**config.mk**
```make
export PLATFORM = sky130hd
export DESIGN_NAME = commit_eng_ctrl
export DESIGN_NICKNAME = d
export VERILOG_FILES = /design/src/rtl/beehive_vr_pkg.sv /design/src/rtl/commit_eng_ctrl.sv
export SDC_FILE = /design/constraint.sdc
export NUM_CORES = 1
export LEC_CHECK = 0
export CORE_MARGIN = 2
export CORE_UTILIZATION = 53
export DETAILED_ROUTE_END_ITERATION = 16
export PLACE_DENSITY = 0.88
export SLEW_MARGIN = 20
export SYNTH_ARGS = -nofsm -noshare
export SYNTH_HDL_FRONTEND = slang
export SYNTH_SLANG_ARGS = --single-unit
```
**constraint.sdc**
```tcl
create_clock -name clk -period 3.4 [get_ports clk]
set_input_delay 0.68 -clock clk [delete_from_list [all_inputs] [get_ports clk]]
set_output_delay 0.68 -clock clk [all_outputs]
set_load 0.02 [all_outputs]
```
**src/rtl/beehive_vr_pkg.sv**
```systemverilog
// Shared VR commit-engine types: controller state encoding, replica state and log entry headers.
package beehive_vr_pkg;

  typedef enum logic [2:0] {
    IDLE          = 3'd0,
    STATE_RD_REQ  = 3'd1,
    STATE_RD_RESP = 3'd2,
    CHECK         = 3'd3,
    LOG_RD_REQ    = 3'd4,
    LOG_RD_RESP   = 3'd5,
    LOG_WR        = 3'd6,
    STATE_WR      = 3'd7
  } commit_eng_state_e;

  typedef enum logic [1:0] {
    LOG_EMPTY    = 2'd0,
    LOG_PREPARED = 2'd1,
    LOG_COMMITED = 2'd2
  } log_entry_state_e;

  typedef struct packed {
    logic [31:0] view;
    logic [31:0] last_commit;
    logic [31:0] last_op;
    logic [31:0] log_head;
  } vr_state_t;

  typedef struct packed {
    log_entry_state_e state;
    logic [31:0]      view;
    logic [31:0]      op_num;
    logic [15:0]      line_cnt;
  } log_entry_hdr_t;

endpackage

```
**src/rtl/commit_eng_ctrl.sv**
```systemverilog
// Commit-engine control FSM: reads VR state, validates the commit, walks and marks the log,
// then writes back last_commit and the advanced log_head.
module commit_eng_ctrl
  import beehive_vr_pkg::*;
#(
  parameter int unsigned CNT_W = 32
) (
  input  logic             clk,
  input  logic             rst,
  input  logic             manage_commit_req_val,
  output logic             manage_commit_req_rdy,
  output logic             commit_state_rd_req_val,
  input  logic             commit_state_rd_req_rdy,
  input  logic             vr_state_commit_rd_resp_val,
  output logic             commit_state_rd_resp_rdy,
  output logic             commit_vr_state_wr_val,
  input  logic             vr_state_commit_wr_rdy,
  output logic             commit_log_mem_rd_req_val,
  input  logic             log_mem_commit_rd_req_rdy,
  input  logic             log_mem_commit_rd_resp_val,
  output logic             commit_log_mem_rd_resp_rdy,
  output logic             commit_log_mem_wr_val,
  input  logic             log_mem_commit_wr_rdy,
  output logic             ctrl_datap_store_msg,
  output logic             ctrl_datap_store_state,
  output logic             ctrl_datap_store_log_entry,
  output logic             ctrl_datap_calc_next_entry,
  input  logic             datap_ctrl_commit_ok,
  input  logic             datap_ctrl_last_commit,
  output logic             commit_busy,
  output logic [CNT_W-1:0] commit_done_cnt,
  output logic [CNT_W-1:0] commit_drop_cnt
);

  commit_eng_state_e r_state;
  commit_eng_state_e w_state_next;
  logic [CNT_W-1:0]  r_done_cnt;
  logic [CNT_W-1:0]  r_drop_cnt;

  logic w_msg_fire;
  logic w_st_rd_fire;
  logic w_st_resp_fire;
  logic w_st_wr_fire;
  logic w_log_rd_fire;
  logic w_log_resp_fire;
  logic w_log_wr_fire;
  logic w_drop;

  // Acceptance is held off while reset is asserted so no message is latched during reset.
  assign manage_commit_req_rdy      = (r_state == IDLE) && !rst;
  assign commit_state_rd_req_val    = (r_state == STATE_RD_REQ);
  assign commit_state_rd_resp_rdy   = (r_state == STATE_RD_RESP);
  assign commit_log_mem_rd_req_val  = (r_state == LOG_RD_REQ);
  assign commit_log_mem_rd_resp_rdy = (r_state == LOG_RD_RESP);
  assign commit_log_mem_wr_val      = (r_state == LOG_WR);
  assign commit_vr_state_wr_val     = (r_state == STATE_WR);
  assign commit_busy                = (r_state != IDLE);

  assign w_msg_fire      = manage_commit_req_val & manage_commit_req_rdy;
  assign w_st_rd_fire    = commit_state_rd_req_val & commit_state_rd_req_rdy;
  assign w_st_resp_fire  = commit_state_rd_resp_rdy & vr_state_commit_rd_resp_val;
  assign w_st_wr_fire    = commit_vr_state_wr_val & vr_state_commit_wr_rdy;
  assign w_log_rd_fire   = commit_log_mem_rd_req_val & log_mem_commit_rd_req_rdy;
  assign w_log_resp_fire = commit_log_mem_rd_resp_rdy & log_mem_commit_rd_resp_val;
  assign w_log_wr_fire   = commit_log_mem_wr_val & log_mem_commit_wr_rdy;
  assign w_drop          = (r_state == CHECK) && !datap_ctrl_commit_ok;

  assign ctrl_datap_store_msg       = w_msg_fire;
  assign ctrl_datap_store_state     = w_st_resp_fire;
  assign ctrl_datap_store_log_entry = w_log_resp_fire;
  assign ctrl_datap_calc_next_entry = w_log_wr_fire;

  assign commit_done_cnt = r_done_cnt;
  assign commit_drop_cnt = r_drop_cnt;

  always_comb begin
    w_state_next = r_state;
    unique case (r_state)
      IDLE:          if (w_msg_fire) w_state_next = STATE_RD_REQ;
      STATE_RD_REQ:  if (w_st_rd_fire) w_state_next = STATE_RD_RESP;
      STATE_RD_RESP: if (w_st_resp_fire) w_state_next = CHECK;
      CHECK:         w_state_next = datap_ctrl_commit_ok ? LOG_RD_REQ : IDLE;
      LOG_RD_REQ:    if (w_log_rd_fire) w_state_next = LOG_RD_RESP;
      LOG_RD_RESP:   if (w_log_resp_fire) w_state_next = LOG_WR;
      // last_commit reflects the entry just written; the address advances on this same edge.
      LOG_WR:        if (w_log_wr_fire) w_state_next = datap_ctrl_last_commit ? STATE_WR : LOG_RD_REQ;
      STATE_WR:      if (w_st_wr_fire) w_state_next = IDLE;
      default:       w_state_next = IDLE;
    endcase
  end

  always_ff @(posedge clk) begin
    if (rst) begin
      r_state    <= IDLE;
      r_done_cnt <= '0;
      r_drop_cnt <= '0;
    end else begin
      r_state <= w_state_next;
      if (w_st_wr_fire) r_done_cnt <= r_done_cnt + CNT_W'(1);
      if (w_drop)       r_drop_cnt <= r_drop_cnt + CNT_W'(1);
    end
  end

endmodule
```
# After elaboration in Yosys (flattened, before gate mapping)
# Index checks and enable logic that the tools add are counted.
[totals]
register_bits = 67
latchBits = 0
ramBits = 0
mem_bits_ro = 0
in_bits = 11
output_inout_bits = 76
word_cells = 43
mem_count = 0
[op_classes]
add_sub_neg = 2
mul = 0
div = 0
n_lt_le_gt_ge = 0
eq_ne = 14
shifts = 0
n_mux = 10
n_bitwise = 7
n_reduce_logical = 7
[ops]
columns = ["operator", "count"]
rows = [
  ["32-bit by 1-bit adder with 32-bit output, second input constant", 2],
  ["3-bit 2-to-1 mux", 8],
  ["3-bit one-hot mux with 8 select lines", 1],
  ["3-bit == test, second input constant", 4],
  ["2-bit by 1-bit inequality test with 1-bit output, second input constant", 6],
  ["1-bit bitwise AND", 7],
  ["7-bit AND reduction", 1],
  ["3-bit by 2-bit == test with 1-bit output, second input constant", 2],
  ["3-bit by 1-bit == test with 1-bit output, second input constant", 1],
  ["3-bit logical NOT", 1],
  ["3-bit nonzero test", 1],
  ["1-bit logical AND", 2],
  ["1-bit logical NOT", 2],
  ["2-bit 2-to-1 mux", 1],
  ["2-bit inequality test, second input constant", 1],
]

# Logic depth before layout (Yosys ltp)
# Gate-level depths: netlist of run 1.
[logic_depth]
ltp_word = 5
mapped_depth = 7
depth_no_buf = 5

# Least setup slack after synthesis of run 1
# Ideal clock, no wire load.
[synth_path]
path_type = "in2out"
startpoint = "input port rst"
endpoint = "output port manage_commit_req_rdy"
arrival_ps = 1870
required_ps = 2720
slack_ps = 850
path_stages = 5
path_buffers = 4
path_cell_list = "clkbuf_1 > clkbuf_1 > clkbuf_1 > buf_1 > nor2_1"
[synth_via]
elab_chain_cells = 2
[synth_lines]
columns = ["item", "line_no", "source"]
rows = [
  ["start, declared", "commit_eng_ctrl.sv:9", "input logic rst,"],
  ["1-bit logical NOT", "commit_eng_ctrl.sv:50", "assign manage_commit_req_rdy = (r_state == IDLE) && !rst;"],
  ["1-bit logical AND", "commit_eng_ctrl.sv:50", ""],
  ["end, declared", "commit_eng_ctrl.sv:11", "output logic manage_commit_req_rdy,"],
]
# No other way between the ends.

# Worst setup path in the final report of run 1
[layout_path]
startpoint = "register r_state[0]"
endpoint = "output port ctrl_datap_store_msg"
[layout_via]
elab_chain_cells = 3
[layout_lines]
columns = ["item", "line_no", "source"]
rows = [
  ["start, declared", "commit_eng_ctrl.sv:35", "commit_eng_state_e r_state;"],
  ["start signal, assigned", "commit_eng_ctrl.sv:98", "r_state <= w_state_next;"],
  ["3-bit logical NOT", "commit_eng_ctrl.sv:50", ""],
  ["1-bit logical AND", "commit_eng_ctrl.sv:50", ""],
  ["1-bit bitwise AND", "commit_eng_ctrl.sv:59", "assign w_msg_fire = manage_commit_req_val & manage_commit_req_rdy;"],
  ["end, declared", "commit_eng_ctrl.sv:24", "output logic ctrl_datap_store_msg,"],
]
# No other way between the ends.

==> impl_metrics.toml, run 1 <==
[run_status]
status = "complete, no violations"

[detailed_routing]
avgRoutedWirePerCell_microns = 15.6
drtIter0Drc = 256
dr.pass1.iters = 5
ant_nets = 0
vias_per_cell = 6.06
drc = 0
wl_microns = 8980
num_vias = 3491

[setup_path]
critPathMaxFanout = 22
path_class = "reg -> out"
critPathSlowestCell = "clkdlybuf4s50_1"
crit_arrival_ps = 2230
cpLargestDelayFamily = "simple AND/OR/NAND/NOR gates"
slowest_delay_ps = 660
crit_chain = "or3_1 -> nor3b_1 -> clkdlybuf4s50_1"
crit_required_ps = 2720
cp-start-kind = "flop"
critPathBufInv = 1
end_kind = "primary output"

[timing]
rsz0062_at_grt = "false"
whs_ps = 513
period_share = 0.856
hold_viol = 0
final-setup-viol-count = 0
skew_ps = 12.0
finalWorstSetupSlack_ps = 491
tightest_slew_ps = 914
slew_violations = 0
fin_tns_setup_ps = 0
period_minus_slack_ps = 2910
timing.fmax_mhz = 344
slew_headroom = 0.389

[yosys]
synth_warnings = 0
yosys-top-cells-area = "dfxtp_1 (38%), mux2_2 (5.8%), nor2_1 (4.6%), or4_1 (3.4%), nand4_1 (3.4%)"
post_synth.cell_area_avg_sq_um = 8.27
async_flop_share = 0
synth.distinct_cells = 41
ys_ff_latch = 67
synth_ff_type = "dfxtp_1"
syn_nets = 438
yosysSeqAreaShare = 0.382
synth_top_area_share = 0.382
netlist_instances = 425
syn-cell-area_sq_um = 3510
yosysTopAreaCell = "dfxtp_1"
synth_edf_count = 0

[cells_and_area]
fin_util = 0.717
multiInputGateArea_sq_um = 2010
synthToLayoutAreaGrowth_pct = 30.2
drive_above_1_share = 0.0922
diodes = 0
regArea_sq_um = 1340
final_nets = 507
num-fill-cells = 481

[job]
max_cap_violations = 0

[grt]
grt_pass1_vias = 3225
grt_overflow = 0
grt_pass1_wl_microns = 14800
grt.total_usage = 0.246
grt_max_degree = 86
antenna_found_initial = 0

[cts]
clockBufferDepth = 2
cts_resized = 0
holdBufCountCts = 0
cts_tree = "built"
clkSinkCount = 67
cts_setup_buffers = 0
htree_levels = 3
clk_latency_ps = 350
cts_root_buf = "clkbuf_8"
cts_buffers = 9
path_clk_slew_ps = 80

[power]
p_clk_frac = 0.402
comb_power_share = 0.114
seq_power_share = 0.483
power.density_nw_per_um2 = 379
p_switching_uw = 465
switching_share = 0.268
internal_power_mw = 1.27
leakage_nw = 1.52
ir_worst_vdd_mv = 0.307

[floorplan]
start_util = 0.550
die_h_microns = 85.4
die_width_microns = 85.4
die_area_sq_um = 7300
num_rows = 29
core_sq_um = 6390
io_pins = 87

[placed_design]
place_ws_ps = 372
port_buffers = 86
hpwlAfterDp_microns = 6110
gp_congestion = 0.830

[worst_hold_path]
hp-class = "reg -> reg"
registers in the layout, summed over array words and instances, names as in the netlist:
name	cells
commit_done_cnt	32
commit_drop_cnt	32
r_state	3
final timing paths:
| path | endpoint | slack [ps] | cells after the start | from |
|---|---|---|---|---|
| hold / removal | commit_drop_cnt[17] | 510 | 2 | commit_drop_cnt[17] |
| setup reg to reg | commit_done_cnt[30] | 750 | 4 | r_state[0] |
| setup / recovery | ctrl_datap_store_msg | 490 | 3 | r_state[0] |
| hold reg to reg | commit_drop_cnt[17] | 510 | 2 | commit_drop_cnt[17] |
power by group through the flow:
stage               combinational (mW)  sequential [mW]  clock (mW)
floorplan                        0.152            0.820           0
global route                     0.214            0.845       0.741
CTS                              0.200            0.837       0.704
global placement                 0.193            0.853           0
detailed placement               0.198            0.856           0
finish                           0.199            0.840       0.698
layout by cell type (no fill, tap or decap), types with 2 or more instances in the layout:
cell type / n
clkdlybuf4s50_1: 85
buf_4: 3
nor2_1: 43
and2_1: 7
inv_1: 11
nand2_1: 25
clkbuf_8: 11
o311ai_0: 4
or2_2: 4
and3_1: 9
xor2_1: 12
nand4_1: 19
o41ai_1: 6
nor3b_1: 4
xnor2_1: 5
o211ai_1: 2
dfxtp_1: 67
nor3_1: 4
nor4_1: 16
mux2i_1: 3
or4_1: 16
or4b_2: 3
or3_1: 14
o21ai_0: 12
nor2b_1: 15
ha_1: 2
nand3_1: 21
mux2_2: 18
a21oi_1: 23
and4_1: 8
o31ai_1: 12
tightest hold or removal path: cells and delay by family (launching register included):
kind	cells	cell delay [ps]
AO/OA/AOI/OAI	2	120
flip-flops	1	350
metal layers:
layer  vias to the layer above  routed length [microns]  global-route usage
met5                         -                        0                   0
li1                       1706                        -                   -
met2                       113                     4610               0.421
met4                         0                      124              0.0981
met3                        18                      436              0.0447
met1                      1654                     3810               0.306
cells in the mapped netlist, types with 7 or more instances:
| cell type | instances |
|---|---|
| inv_1 | 11 |
| or3_1 | 14 |
| and3_1 | 9 |
| o31ai_1 | 12 |
| nor4_1 | 16 |
| a21oi_1 | 23 |
| nand2_1 | 25 |
| xor2_1 | 12 |
| clkbuf_1 | 20 |
| nor2_1 | 43 |
| or4_1 | 16 |
| and2_1 | 7 |
| mux2_2 | 18 |
| nand4_1 | 19 |
| o21ai_0 | 12 |
| nand3_1 | 21 |
| and4_1 | 8 |
| nor2b_1 | 15 |
| dfxtp_1 | 67 |
per-stage QoR:
step | instance area, sq um | power [mW] | instances
global placement | 4370 | 1.05 | 560
finish | 4580 | 1.74 | 576
floorplan | 3510 | 0.971 | 425
global route | 4580 | 1.80 | 576
detailed placement | 4370 | 1.05 | 560
CTS | 4580 | 1.74 | 576
kinds of logic (layout without fill, tap and decap cells):
kind of cell | after synthesis | after routing | share of synthesized area
simple gates | 213 | 213 | 0.342
mux | 21 | 21 | 0.0662
fa+ha+maj | 2 | 2 | 0.00712
compound gates | 63 | 63 | 0.113
xor+xnor | 17 | 17 | 0.0424
buf+inv | 42 | 116 | 0.0470
flops | 67 | 67 | 0.382
final cells by class:
cell class | count | area share
clock inverters | 5 | 0.0131
multi-input cells | 316 | 0.439
repair buffers | 89 | 0.192
clock buffers | 11 | 0.0331
inverters | 11 | 0.00902
well taps | 77 | 0.0210
flip-flops and latches | 67 | 0.293
Power figures use the tool's default switching activity.
==> run 2, diff against run 1 <==
- CORE_UTILIZATION: 53 -> 30
- GPL_TIMING_DRIVEN: default -> 0
- PLACE_DENSITY: 0.88 -> 0.56
- clock period: 3.4 -> 2.9 ns (I/O delays scaled with it)
==> run 2 against run 1 <==
Compared with the run above:
- global-route usage shrank 8.9 points
- flip-flop and latch count is the same
- sequential share of layout area shrank 1.8 points
- setup slack lost 410 ps
- hold slack lost 15 ps
- final cell count grew 16%
- die area grew 73%
- final area grew 6.6%
- critical path type unchanged
- largest cell class unchanged
==> impl_metrics.toml, run 2 (synthesized netlist as in run 1, its figures left out) <==
[run_status]
status = "complete, no violations"

[worst_hold_path]
hp-class = "reg -> reg"
worstHoldStart = "commit_drop_cnt[18]"
min_to = "commit_drop_cnt[18]"
min_delay_path_depth = 2

[power]
ir_worst_vdd_mv = 0.285
p_switching_uw = 626
seq_power_share = 0.388
leakage_nw = 1.64
power.density_nw_per_um2 = 500
fin_total_pwr_mw = 2.44
p_clk_frac = 0.490
internal_power_mw = 1.81
switching_share = 0.256
comb_power_share = 0.122

[setup_path]
slowest_delay_ps = 620
reg2reg_slack_ps = 600
crit_chain = "buf_2 -> clkbuf_1 -> or3_1 -> nor2_1 -> clkdlybuf4s50_1"
cpLargestDelayFamily = "buffers and inverters"
path_class = "reg -> out"
critPathSlowestCell = "clkdlybuf4s50_1"
r2r-start = "r_state[2]"
reg2regPathDepth = 7
critPathBufInv = 3
crit_required_ps = 2320
crit_arrival_ps = 2240
cp-start-kind = "flop"
critPathMaxFanout = 10
r2r-end = "commit_drop_cnt[30]"
end_kind = "primary output"

[floorplan]
core_sq_um = 11400
start_util = 0.308
die_width_microns = 112
die_area_sq_um = 12600
die_h_microns = 112
num_rows = 39
io_pins = 87

[timing]
timing.fmax_mhz = 355
rsz0062_at_grt = "false"
period_minus_slack_ps = 2820
fin_tns_setup_ps = 0
whs_ps = 497
slew_violations = 0
skew_ps = 8.40
hold_viol = 0
final-setup-viol-count = 0
tightest_slew_ps = 567
period_share = 0.972
slew_headroom = 0.613

[detailed_routing]
ant_nets = 0
vias_per_cell = 5.31
drtIter0Drc = 171
dr.pass1.iters = 4
num_vias = 3552
wl_microns = 10100
avgRoutedWirePerCell_microns = 15.1
drc = 0

[grt]
antenna_found_initial = 0
grt.total_usage = 0.157
grt_overflow = 0
grt_pass1_wl_microns = 16500
grt_max_degree = 14
grt_pass1_vias = 3339

[cts]
cts_root_buf = "clkbuf_16"
cts_setup_buffers = 0
path_clk_slew_ps = 60
cts_tree = "built"
clk_latency_ps = 330
htree_levels = 3
clkSinkCount = 67
cts_buffers = 9
clockBufferDepth = 2

[cells_and_area]
final_nets = 534
synthToLayoutAreaGrowth_pct = 38.8
final_area_sq_um = 4880
diodes = 0
layout_commonest_cell = "clkdlybuf4s50_1"
final_cell_mix = "clkdlybuf4s50_1 (84), dfxtp_1 (67), nor2_1 (43)"
drive_above_1_share = 0.105

[job]
max_cap_violations = 0

[placed_design]
hpwlAfterDp_microns = 7120
port_buffers = 85
gp_congestion = 0.822
placed_area_sq_um = 4540
-- run 2: cell types whose count changed in the layout (fill, tap and decap cells not counted), sizes merged --
| cell | previous run | this run |
|---|---|---|
| buf | 4 | 11 |
| bufinv | 1 | 2 |
| clkinv | 2 | 4 |
| clkinvlp | 1 | 0 |
| clkbuf | 11 | 29 |
| dlygate4sd2 | 0 | 1 |
| clkdlybuf4s50 | 85 | 84 |
-- run 2: area by class of cell --
type | count | area, sq um
clock buffer | 9 | 225
sequential | 67 | 1340
inverter | 11 | 41.3
clock inverter | 7 | 100
multi-input combinational | 316 | 2010
buffer | 31 | 135
timing repair buffer | 85 | 850
tap | 143 | 179
fill | 1147 | 6540
-- run 2: worst max-delay path by stage --
| stage | slack, ps | endpoint | startpoint | cells past startpoint |
|---|---|---|---|---|
| 2_1_floorplan | 550 | manage_commit_req_rdy | rst | 5 |
| 3_3_place_gp | -790 | manage_commit_req_rdy | rst | 6 |
| 3_5_place_dp | -790 | manage_commit_req_rdy | rst | 6 |
| 4_1_cts | 40 | manage_commit_req_rdy | rst | 6 |
| 5_1_grt | 3 | manage_commit_req_rdy | rst | 6 |
| 6_report | 80 | manage_commit_req_rdy | r_state[2] | 5 |
-- run 2: layer usage --
metal	routed length [microns]	share of wire	track usage	vias up
met3	594	0.059	0.0427	12
met5	0	0	0	-
met2	4550	0.45	0.243	111
met4	100	0.0099	0.0455	0
li1	-	-	-	1764
met1	4820	0.48	0.216	1665
-- run 2: worst min-delay path: cells and delay by family (launching register included) --
kind            cells  cell delay, ps
flops               1             330
compound gates      2             110
-- run 2: through the flow --
stage	std cells	setup WS, ps	util
2_1_floorplan	425	550	-
3_3_place_gp	653	-790	0.398
3_5_place_dp	653	-788	0.398
4_1_cts	669	42.1	0.427
5_1_grt	669	3.39	0.427
6_report	669	82.5	0.427
-- run 2: timing repair --
action | CTS | global route
setup endpoints to repair | 3 | 4
hold buffers | 0 | 0
resized for setup | 7 | 5
-- run 2: power groups by stage --
stage	logic [mW]	clock network (mW)	registers, mW
finish	0.298	1.20	0.946
global route	0.325	1.27	0.948
CTS	0.296	1.23	0.946
detailed placement	0.292	0	0.966
global placement	0.294	0	0.967
floorplan	0.178	0	0.961
